--- src/rtl/map_access_arbiter.sv ---
// map_access_arbiter: three-requester map RAM arbiter with display starvation promotion
module map_access_arbiter #(
  parameter int MAP_DEPTH    = 220,
  parameter int ADDR_W       = 8,
  parameter int CELL_W       = 3,
  parameter int STARVE_LIMIT = 16
) (
  input  logic              clock_50,
  input  logic              reset_flag,
  input  logic              s_req,
  input  logic [ADDR_W-1:0] s_addr,
  output logic              s_gnt,
  output logic              s_valid,
  output logic [CELL_W-1:0] s_rdata,
  input  logic              w_req,
  input  logic [ADDR_W-1:0] w_addr,
  input  logic [CELL_W-1:0] w_wdata,
  output logic              w_gnt,
  output logic              w_done,
  input  logic              d_req,
  input  logic [ADDR_W-1:0] d_addr,
  output logic              d_gnt,
  output logic              d_valid,
  output logic [CELL_W-1:0] d_rdata,
  output logic [ADDR_W-1:0] mem_addr,
  output logic              mem_we,
  output logic [CELL_W-1:0] mem_wdata,
  input  logic [CELL_W-1:0] mem_rdata,
  output logic              busy,
  output logic              addr_err
);
  localparam int CW = $clog2(STARVE_LIMIT + 1);
  typedef enum logic [1:0] {IDLE, ACCESS, RESP} state_t;
  typedef enum logic [1:0] {SRC_W, SRC_S, SRC_D} src_t;
  state_t state, state_n;
  src_t win, win_n;
  logic [CW-1:0] starve_cnt;
  logic [ADDR_W-1:0] lat_addr;
  logic [CELL_W-1:0] lat_wdata, s_hold, d_hold, rd_cell;
  logic any_req, in_range, arb;
  // state register; async reset drops any transaction in flight
  always_ff @(posedge clock_50 or posedge reset_flag)
    if (reset_flag) state <= IDLE;
    else state <= state_n;
  // next state, winner selection and all transaction strobes
  always_comb begin
    any_req  = s_req | w_req | d_req;
    arb      = state == IDLE && any_req;
    win_n    = (d_req && starve_cnt >= CW'(STARVE_LIMIT)) ? SRC_D :
               w_req ? SRC_W : s_req ? SRC_S : SRC_D;
    state_n  = state == IDLE ? (any_req ? ACCESS : IDLE) : state == ACCESS ? RESP : IDLE;
    in_range = lat_addr != '0 && int'(lat_addr) <= MAP_DEPTH;
    rd_cell  = in_range ? mem_rdata : CELL_W'(1);
    busy     = state != IDLE;
    w_gnt    = state == ACCESS && win == SRC_W;
    s_gnt    = state == ACCESS && win == SRC_S;
    d_gnt    = state == ACCESS && win == SRC_D;
    mem_we   = w_gnt && in_range;
    w_done   = state == RESP && win == SRC_W;
    s_valid  = state == RESP && win == SRC_S;
    d_valid  = state == RESP && win == SRC_D;
    addr_err = state == RESP && !in_range;
    s_rdata  = s_valid ? rd_cell : s_hold;
    d_rdata  = d_valid ? rd_cell : d_hold;
    mem_addr = lat_addr;
    mem_wdata = lat_wdata;
  end
  // latch the winner's request at arbitration, track display starvation, hold read data
  always_ff @(posedge clock_50 or posedge reset_flag)
    if (reset_flag) begin
      win        <= SRC_W;
      lat_addr   <= '0;
      lat_wdata  <= '0;
      starve_cnt <= '0;
      s_hold     <= '0;
      d_hold     <= '0;
    end else begin
      if (arb) begin
        win       <= win_n;
        lat_addr  <= win_n == SRC_W ? w_addr : win_n == SRC_S ? s_addr : d_addr;
        lat_wdata <= w_wdata;
      end
      if (state == IDLE)
        starve_cnt <= (d_req && win_n != SRC_D) ?
                      (starve_cnt == CW'(STARVE_LIMIT) ? starve_cnt : starve_cnt + 1'b1) : '0;
      if (s_valid) s_hold <= rd_cell;
      if (d_valid) d_hold <= rd_cell;
    end
endmodule

--- config.mk ---
export PLATFORM = sky130hd
export DESIGN_NAME = map_access_arbiter
export DESIGN_NICKNAME = d
export VERILOG_FILES = /design/src/rtl/map_access_arbiter.sv
export SDC_FILE = /design/constraint.sdc
export NUM_CORES = 1
export LEC_CHECK = 0
export ABC_AREA = 1
export BUFFER_PORTS_ARGS = -buffer_cell sky130_fd_sc_hd__buf_2
export CAP_MARGIN = 20
export CORE_UTILIZATION = 28
export CTS_CLUSTER_DIAMETER = 200
export DETAILED_ROUTE_END_ITERATION = 8
export PLACE_DENSITY = 0.57
export SLEW_MARGIN = 20
export SYNTH_ARGS = -nofsm -noshare
export SYNTH_HDL_FRONTEND = slang
export SYNTH_SLANG_ARGS = --single-unit
--- constraint.sdc ---
create_clock -name clock_50 -period 2.6 [get_ports clock_50]
set_clock_uncertainty 0.15 [all_clocks]
set_input_delay 0.13 -clock clock_50 [delete_from_list [all_inputs] [get_ports clock_50]]
set_output_delay 0.13 -clock clock_50 [all_outputs]
set_load 0.02 [all_outputs]
==> metrics.cfg <==
[timing]
finalSetupTns_ps=0
slew_viol_final=0
hold_viol_final=0
tightest_slew_ps=432
fin_crit_ps=1930
slew_headroom_pct=71.1
grt_setup_unrepaired=false
worst_slack_ps=666
fmax_mhz=517
setup-violations-final=0
period_share_pct=74.4

[yosys]
synth.net_count=224
syn-instance-count=187
synth-seq-cells=26
ys_seq_area_share_pct=44.3
yosys_warnings=0
ys_types=24
synth_area_um2=1470
avgSynthCellArea_um2=7.86

[clocking]
postCtsHoldBufs=13
clock-sinks=26
clk_path_buf_depth=2
clock_tree.root_cell=clkbuf_8
cts_made_buffers=3
cts_tree=yes
cts.clk_slew.worst_paths_ps=90
cts_setup_buffers=0
htree_levels=1
cts_resized=0
clkLatencyLatePin_ps=270

[power_and_ir_drop]
power_density_nw_per_um2=1070
p_leak_nw=1.13
p_total_mw=2.19
irDropWorstVdd_mv=0.397

[global_route]
first_global_vias=1236
grt_use_met3_pct=3.66
gr-total-overflow=0
grt_use_met2_pct=21.8
gr-usage-met1_pct=18.4
grt_start_max_net_pins=27
grt_usage_pct=13.8
grt_pass1_wl_um=5760
busiest_layer=met2
antenna_found_initial=0

[routing]
drt_pass1_iterations=4
routedWlPerCell_um=10.8
antenna_left=0
wl_um=3590
drc=0
drt_iter0_markers=62
via_per_inst=4.24
num_vias=1412

[cells_and_area]
drive_gt1_share_pct=31.2
fin_cells=333
nFillCells=541
diodes=0
final_cell_mix=60 x buf_2, 49 x nand2_1, 30 x inv_1
final_common_cell=buf_2
area_growth_pct=39.1
fin_nets=301

[worst_hold_path]
hold_path_class=input pin to flip-flop
hold_start=mem_rdata[1]

[floorplanning]
die_x_um=74.5
die_height_um=74.5
die-area_um2=5540
initial_utilization_pct=29.0
core_area_um2=5070
pin_count=61
rows=26

[critical_path]
critPathKind=flip-flop to output port
start_kind=flip-flop
rr_startpoint=state[1]
cp-end-kind=output port
setup.worst_path.start=mem_addr[0]
critPathArrivalTime_ps=1650
worstPathRequired_ps=2320
crit_fanout=7

[placed_design]
hpwl_um=2780
place_congestion=0.788
numPortBuffers=60
dp_slack_ps=979
placedCellCount=316

[flow_run]
cap_violations=0

[status]
status=completed

power by group:
group          total [mW]  switching [mW]  internal, mW  leakage [nW]
clock               0.333           0.127         0.206        0.0357
combinational        1.11           0.740         0.373         0.773
sequential          0.744           0.150         0.593         0.317
total                2.19            1.02          1.17          1.13
registers in the layout, summed over array words and instances, names as in the netlist:
signal      cells
starve_cnt      5
mem_wdata       3
win             2
state           2
s_hold          3
d_hold          3
mem_addr        8
routing by layer:
layer  vias to the layer above  share of wire, %
li1                        742                 -
met1                       618                49
met2                        48                44
met3                         4               5.6
met4                         0               1.4
met5                         -                 0
metrics by stage:
| step | hold slack [ps] | cell area, µm² | util, % |
|---|---|---|---|
| 2_1_floorplan | 20.0 | 1470 | - |
| 3_3_place_gp | 55.5 | 1840 | 36.3 |
| 3_5_place_dp | 57.8 | 1840 | 36.3 |
| 4_1_cts | 2.34 | 2040 | 40.3 |
| 5_1_grt | 32.5 | 2040 | 40.3 |
| 6_report | 12.1 | 2040 | 40.3 |
cell usage after synthesis (all sizes together):
master,n,share of area [%]
nor2,19,5.4
buf,2,1.5
dfrtp,26,44
nand3,13,5.3
and3,1,0.43
inv,34,8.9
nand4,8,3.4
nand2,52,15
o21ai,3,1.8
xor2,2,1.2
o22ai,2,0.85
ha,2,1.7
clkinv,1,0.34
a21oi,17,6.8
o21bai,1,0.51
nor3,4,2.9
final timing paths:
kind	endpoint	slack (ps)	cells past startpoint
worst max-delay path	d_rdata[0]	670	6
worst min-delay path	d_hold[1]	10	3
worst max register to register	mem_addr[7]	1090	5
worst min register to register	mem_wdata[2]	330	2
max in group asynchronous	d_hold[1]	1740	4
min in group asynchronous	starve_cnt[0]	300	4
logic make-up after synthesis:
| family | synth area share [%] |
|---|---|
| and+or+nand+nor | 32.2 |
| buffers and inverters | 10.7 |
| DFF | 44.3 |
| AOI/OAI and AO/OA | 9.96 |
| xor gates and xnor gates | 1.19 |
| adders and majority gates | 1.70 |
worst max-delay path: stages, from the launching register on:
cell and delay [ps]:
dfrtp_1 410, nor2_1 140, nand4_1 290, nand3_1 220, nand2_1 70, nand2_1 80
buf_2 170
area by class of cell:
cell class / instances / area (µm²) / share of cell area [%]
Clock buffer: 3 / 41.3 / 2.02
Clock inverter: 1 / 30.0 / 1.47
Inverter: 35 / 135 / 6.61
Multi-Input combinational cell: 124 / 662 / 32.4
Sequential cell: 26 / 651 / 31.8
Tap cell: 70 / 87.6 / 4.28
Timing Repair Buffer: 74 / 438 / 21.4
(Power assumes the default switching activity.)
